**src/rtl/riscy_mem_arbiter.sv**
```systemverilog
// riscy_mem_arbiter: shares one OBI-style memory port between instruction fetch and data.
// Data has priority. A streak limit lets a waiting fetch win after MAX_DATA_STREAK data grants.
// Each accepted request pushes its master ID into an in-order queue, so responses route back.
module riscy_mem_arbiter #(
    parameter int unsigned MAX_OUTSTANDING = 4,
    parameter int unsigned MAX_DATA_STREAK = 4
) (
    input  logic                               clk_i,
    input  logic                               rst_i,
    input  logic                               instr_req_i,
    input  logic [31:0]                        instr_addr_i,
    output logic                               instr_gnt_o,
    output logic                               instr_rvalid_o,
    output logic [31:0]                        instr_rdata_o,
    input  logic                               data_req_i,
    input  logic                               data_we_i,
    input  logic [3:0]                         data_be_i,
    input  logic [31:0]                        data_addr_i,
    input  logic [31:0]                        data_wdata_i,
    output logic                               data_gnt_o,
    output logic                               data_rvalid_o,
    output logic [31:0]                        data_rdata_o,
    output logic                               mem_req_o,
    output logic                               mem_we_o,
    output logic [3:0]                         mem_be_o,
    output logic [31:0]                        mem_addr_o,
    output logic [31:0]                        mem_wdata_o,
    input  logic                               mem_gnt_i,
    input  logic                               mem_rvalid_i,
    input  logic [31:0]                        mem_rdata_i,
    output logic [$clog2(MAX_OUTSTANDING):0]   outstanding_o,
    output logic                               err_o
);

    localparam int unsigned PTR_W    = $clog2(MAX_OUTSTANDING);
    localparam int unsigned CNT_W    = PTR_W + 1;
    localparam int unsigned STREAK_W = $clog2(MAX_DATA_STREAK + 1);

    logic [MAX_OUTSTANDING-1:0] id_q;
    logic [PTR_W-1:0]           wr_ptr;
    logic [PTR_W-1:0]           rd_ptr;
    logic [CNT_W-1:0]           count;
    logic [STREAK_W-1:0]        streak;
    logic                       err;

    logic full;
    logic empty;
    logic sel_instr;
    logic sel_data;
    logic push;
    logic pop;
    logic head_id;
    logic streak_max;

    // Selection, request mux, grants and response routing.
    always_comb begin
        full       = 1'b0;
        empty      = 1'b0;
        streak_max = 1'b0;
        sel_instr  = 1'b0;
        sel_data   = 1'b0;
        push       = 1'b0;
        pop        = 1'b0;
        head_id    = 1'b0;

        full       = (count == CNT_W'(MAX_OUTSTANDING));
        empty      = (count == '0);
        streak_max = (streak == STREAK_W'(MAX_DATA_STREAK));
        sel_instr  = instr_req_i & (~data_req_i | streak_max);
        sel_data   = data_req_i & ~sel_instr;
        head_id    = id_q[rd_ptr];

        mem_req_o   = (instr_req_i | data_req_i) & ~full & ~rst_i;
        mem_addr_o  = sel_data ? data_addr_i  : instr_addr_i;
        mem_we_o    = sel_data ? data_we_i    : 1'b0;
        mem_be_o    = sel_data ? data_be_i    : 4'hF;
        mem_wdata_o = sel_data ? data_wdata_i : 32'h0;

        instr_gnt_o = mem_req_o & mem_gnt_i & sel_instr;
        data_gnt_o  = mem_req_o & mem_gnt_i & ~sel_instr;
        push        = mem_req_o & mem_gnt_i;
        pop         = mem_rvalid_i & ~empty & ~rst_i;

        instr_rvalid_o = pop & ~head_id;
        data_rvalid_o  = pop & head_id;
        instr_rdata_o  = mem_rdata_i;
        data_rdata_o   = mem_rdata_i;

        outstanding_o = rst_i ? '0 : count;
        err_o         = err & ~rst_i;
    end

    // Outstanding-ID queue: push on accepted request, pop on response.
    always_ff @(posedge clk_i) begin
        if (rst_i) begin
            id_q   <= '0;
            wr_ptr <= '0;
            rd_ptr <= '0;
            count  <= '0;
        end else begin
            if (push) begin
                id_q[wr_ptr] <= ~sel_instr;
                wr_ptr       <= wr_ptr + PTR_W'(1);
            end
            if (pop) begin
                rd_ptr <= rd_ptr + PTR_W'(1);
            end
            count <= count + CNT_W'(push) - CNT_W'(pop);
        end
    end

    // Data-streak counter bounding how long a waiting fetch can be held off.
    always_ff @(posedge clk_i) begin
        if (rst_i) begin
            streak <= '0;
        end else if (!instr_req_i || instr_gnt_o) begin
            streak <= '0;
        end else if (data_gnt_o && !streak_max) begin
            streak <= streak + STREAK_W'(1);
        end
    end

    // Sticky flag for a response that arrives with nothing outstanding.
    always_ff @(posedge clk_i) begin
        if (rst_i) begin
            err <= 1'b0;
        end else if (mem_rvalid_i && empty) begin
            err <= 1'b1;
        end
    end

endmodule

```
**config.mk**
```make
export PLATFORM = sky130hd
export DESIGN_NAME = riscy_mem_arbiter
export DESIGN_NICKNAME = d
export VERILOG_FILES = /design/src/rtl/riscy_mem_arbiter.sv
export SDC_FILE = /design/constraint.sdc
export NUM_CORES = 1
export LEC_CHECK = 0
export BUFFER_PORTS_ARGS = -buffer_cell sky130_fd_sc_hd__buf_4
export CAP_MARGIN = 20
export CORE_AREA = 3 3 108 110
export DETAILED_ROUTE_END_ITERATION = 16
export DIE_AREA = 0 0 111 113
export PLACE_DENSITY_LB_ADDON = 0.12
export SETUP_SLACK_MARGIN = 0.02
export SLEW_MARGIN = 5
export SYNTH_ARGS = -nofsm -noshare
export SYNTH_HDL_FRONTEND = slang
export SYNTH_SLANG_ARGS = --single-unit
```
**constraint.sdc**
```tcl
create_clock -name clk_i -period 4.5 [get_ports clk_i]
set_input_delay 0.9 -clock clk_i [delete_from_list [all_inputs] [get_ports clk_i]]
set_output_delay 0.9 -clock clk_i [all_outputs]
set_load 0.05 [all_outputs]
```
Word-level counts from Yosys, hierarchy flattened
Cells that the tools add are included.
Cells by class
  $add $sub $neg: 5
  multipliers: 0
  divide/modulo/power cells: 0
  magnitude comparators: 3
  eq/ne operators: 2
  shifts and indexed selects: 0
  mux-type cells: 10
  bitwise gates (word level): 20
  reduce and logical (&&, ||, !) cells: 8
Operators by type and width (number)
  32-bit 2-to-1 mux: 2
  1-bit AND: 12
  3-bit == test, second input constant: 2
  2-bit by 3-bit < comparator with 1-bit output, second input constant: 2
  1-bit NOT: 6
  2-bit by 1-bit adder with 2-bit output, second input constant: 2
  4-bit bitwise mux: 1
  4-bit 2-to-1 mux: 1
  3-bit by 1-bit adder with 3-bit output: 1
  3-bit by 1-bit adder with 3-bit output, second input constant: 1
  1-bit logical AND: 3
  3-bit logical NOT: 1
  1-bit 2-to-1 mux: 3
  3-bit 2-to-1 mux: 1
  3-bit by 1-bit subtractor with 3-bit output: 1
  1-bit binary-select mux with 2-bit select: 1
  1-bit demux with 2-bit select: 1
  2-bit by 1-bit >= comparator with 1-bit output, second input constant: 1
  1-bit logical NOT: 2
  1-bit bitwise OR: 2
  2-bit OR reduction: 1
  1-bit logical OR: 1
Storage, ports and cells
  register bits: 15
  bits in latches: 0
  bits in writable memories: 0
  memory bits (read-only): 0
  bits of input ports: 139
  output and inout port bits: 142
  word-level logic and storage cells: 54
  memories: 0

Longest topological paths before layout
  depth in word-level cells: 8
  gate-level depth with buffers: 11
  gate-level depth less buffers: 11

Least setup slack after synthesis
Ideal clock, no wire load.
  path type: input to output
  start point: in rst_i
  end point: out instr_rvalid_o
  data arrival time: 2.225 ns
  path slack: 1.375 ns
  cell stages on the path: 3
  buffers on the path: 1
  cell sequence: clkbuf_1 -> nor3b_1 -> nor2b_1
Between the ends
  cells in the longest elaborated chain, start to end: 3
RTL lines
  start, declared: line 9  | input logic rst_i,
  1-bit NOT: line 82  | pop = mem_rvalid_i & ~empty & ~rst_i;
  1-bit AND: line 82
  via pop: line 51  | logic pop;
  1-bit AND: line 84  | instr_rvalid_o = pop & ~head_id;
  end, declared: line 13  | output logic instr_rvalid_o,
The timed path passes the listed nets, and every way through them passes these cells.

Worst setup path in the final report
  start point: in data_req_i
  end point: out mem_addr_o[23]
Between the ends
  cells in the longest elaborated chain, start to end: 6
RTL lines
  start, declared: line 15  | input logic data_req_i,
  1-bit NOT: line 69  | sel_instr = instr_req_i & (~data_req_i | streak_max);
  1-bit bitwise OR: line 69
  1-bit AND: line 69
  1-bit NOT: line 70  | sel_data = data_req_i & ~sel_instr;
  1-bit AND *: line 70
  32-bit 2-to-1 mux *: line 74  | mem_addr_o = sel_data ? data_addr_i : instr_addr_i;
  end, declared: line 26  | output logic [31:0] mem_addr_o,
Every way passes the cells marked *; elsewhere a longest branch is shown, timed or not.

==> results_dict.tcl <==
set metrics [dict create \
    die-height_um 113 \
    cp_slowest_cell "mux2_2" \
    powerDensity_mw_per_mm2 254 \
    synth-seq-cells 15 \
    yosysTopAreaCell "buf_4" \
    port_buffers 184 \
    ys_seq_area_frac 0.153 \
    drive_above_1_share 0.648 \
    slew_headroom 0.607 \
    start_kind "input port" \
    cts_max_level 1 \
    grt_first_pass_wirelength_um 11900 \
    wire_per_inst_um 16.8 \
    cts.path.max_buffers 2 \
    finClkSkew_ps 4.50 \
    hpwl_um 6890 \
    routed_wl_um 8180 \
    synth.top_cell.area_share 0.257 \
    hold_viol_final 0 \
    ios 281 \
    synth-async-reset-ratio 0 \
    diodes 0 \
    worst_slack_ps 1190 \
    cts_hold_buffers 0 \
    syn_inst 234 \
    hp-class "flip-flop to flip-flop" \
    grt_max_degree 40 \
    yosysUniqueCellTypes 32 \
    yosysWarnings 0 \
    core_mm2 0.0108 \
    firstDrtPassIters 4 \
    outcome "finished clean" \
    dieWidth_um 111 \
    worst-path-buf-inv 3 \
    power.leakage_nw 1.56 \
    layout_min_cycle_time_ps 3310 \
    ys.flop_type "dfxtp_1" \
    critical_path.endpoint_type "output port" \
    place_congestion 0.837 \
    clk_latency_ps 250 \
    clk_pin_slew_ps 70 \
    synth_area_mm2 0.00196 \
    rows 38 \
    grt_pass1_vias 1865 \
    cts_tree "yes" \
    antenna_found_initial 0 \
    critical-path-top-delay-family "buffers and inverters" \
    yosys-top-cells-area "buf_4 26%, mux2_2 18%, dfxtp_1 15%" \
    vias 1914 \
    start_util 0.182 \
    ctsResizeCount 0 \
    cp_common_cell "buf_4" \
    finalCoreUtilization 0.281 \
    synthToLayoutAreaGrowth_pct 54.6 \
    critical_path_required_ps 3600 \
    ant_nets 0 \
    totalPowerFinal_mw 0.770 \
    slowest_delay_ps 430 \
    via_per_inst 3.93 \
    nets 496 \
    setup_tns_ps 0 \
    peakVddDrop_uv 179 \
    grt-ovfl-total 0 \
    dp_slack_ps 1150 \
    synth_nets 382 \
    postSynthAreaPerCell_um2 8.38 \
    critPathMaxFanout 39 \
    drc_errors 0 \
    setup_viol 0 \
    drtIter0Drc 68 \
    cp.arrival_ps 2410 \
    finalCritPeriodShare 0.736 \
    cts_setup_buffers 0 \
    path_cells "buf_4 > a21bo_1 > nand2_1 > buf_4 > mux2_2 > buf_4" \
    numCtsBuffers 3 \
    synth_edf_count 0 \
    drv_cap 0 \
    grt_use_total 0.120 \
    slew_violations 0 \
    fmaxAchievable_mhz 302 \
    tightest_slew_ps 584 \
    critical_path_class "input port to output port" \
    dieArea_mm2 0.0125 \
    cts_root_buf "clkbuf_8" \
    cts_sinks 15 \
    rsz0062_at_grt "false" \
]
==> final cells by class <==
| cell class | instances | area, µm² |
|---|---|---|
| multi-input combinational | 134 | 1080 |
| fill | 1177 | 7760 |
| timing repair buffer | 186 | 1400 |
| sequential | 15 | 300 |
| clock buffer | 3 | 41.3 |
| inverter | 8 | 30.0 |
| tap | 140 | 175 |
| clock inverter | 1 | 7.51 |
==> power breakdown <==
group          internal (mW)  switching, mW
Clock                 0.0622         0.0505
Combinational          0.198          0.294
Sequential             0.149         0.0160
Total                  0.410          0.360
==> final timing paths <==
path                    from              to  slack, ps  depth (start not counted)
setup / recovery  data_req_i  mem_addr_o[23]       1190                          6
hold / removal           err             err        470                          2
setup reg to reg    count[1]        count[2]       1950                         11
hold reg to reg          err             err        470                          2
==> flip-flops by register name, summed over array words and instances (netlist names) <==
name / count
streak: 3
rd_ptr: 2
err: 1
wr_ptr: 2
count: 3
id_q: 4
==> Yosys cell counts, types with 2 or more instances <==
cell type / n
buf_4: 67
mux2_2: 32
and3_1: 33
a21oi_1: 7
inv_1: 8
nor2_1: 10
o21ai_0: 2
nand2b_1: 4
dfxtp_1: 15
ha_1: 8
a311oi_1: 4
nand2_1: 4
nor2b_1: 8
clkbuf_1: 8
xnor2_1: 5
and2_1: 3
==> stage by stage <==
step	hold WS (ps)	instance area, µm²	cells
after floorplan	429	1960	234
after global placement	448	2980	483
after detailed placement	455	2980	483
after CTS	475	3030	487
after global routing	536	3030	487
final	468	3030	487
==> routing by layer <==
| metal | global-route usage | vias up | share of wire |
|---|---|---|---|
| met3 | 0.0807 | 4 | 0.16 |
| met5 | 0 | - | 0 |
| met1 | 0.150 | 817 | 0.40 |
| li1 | - | 951 | - |
| met4 | 0.0238 | 0 | 0.0086 |
| met2 | 0.174 | 142 | 0.44 |
==> cells by family (layout without fill, tap and decap cells) <==
kind of cell             count (synthesis)  after routing  share of synthesized area
buffers and inverters                   85            198                      0.295
AND/OR/NAND/NOR                         69             69                      0.208
multiplexers                            34             34                      0.200
AO/OA/AOI/OAI                           16             16                     0.0549
flip-flops                              15             15                      0.153
adder cells (fa/ha/maj)                  9              9                     0.0613
XOR/XNOR                                 6              6                     0.0268
==> tightest hold or removal path: cells and delay by family (launching register included) <==
family | cells | cell delay, ps
AOI/OAI and AO/OA | 1 | 40
DFF | 1 | 330
and+or+nand+nor | 1 | 70
==> cell usage in the layout (no fill, tap or decap), drive strengths merged, types with 2 or more instances in the layout <==
cell type,synthesis,final
clkbuf,8,3
xnor2,5,5
nor2b,8,8
inv,8,8
and2,3,3
a21oi,7,7
mux2,32,32
o21ai,2,2
a311oi,4,4
nand2b,4,4
dfxtp,15,15
nand2,4,4
ha,8,8
and3,34,34
buf,69,186
nor2,10,10
Power figures use the tool's default switching activity.
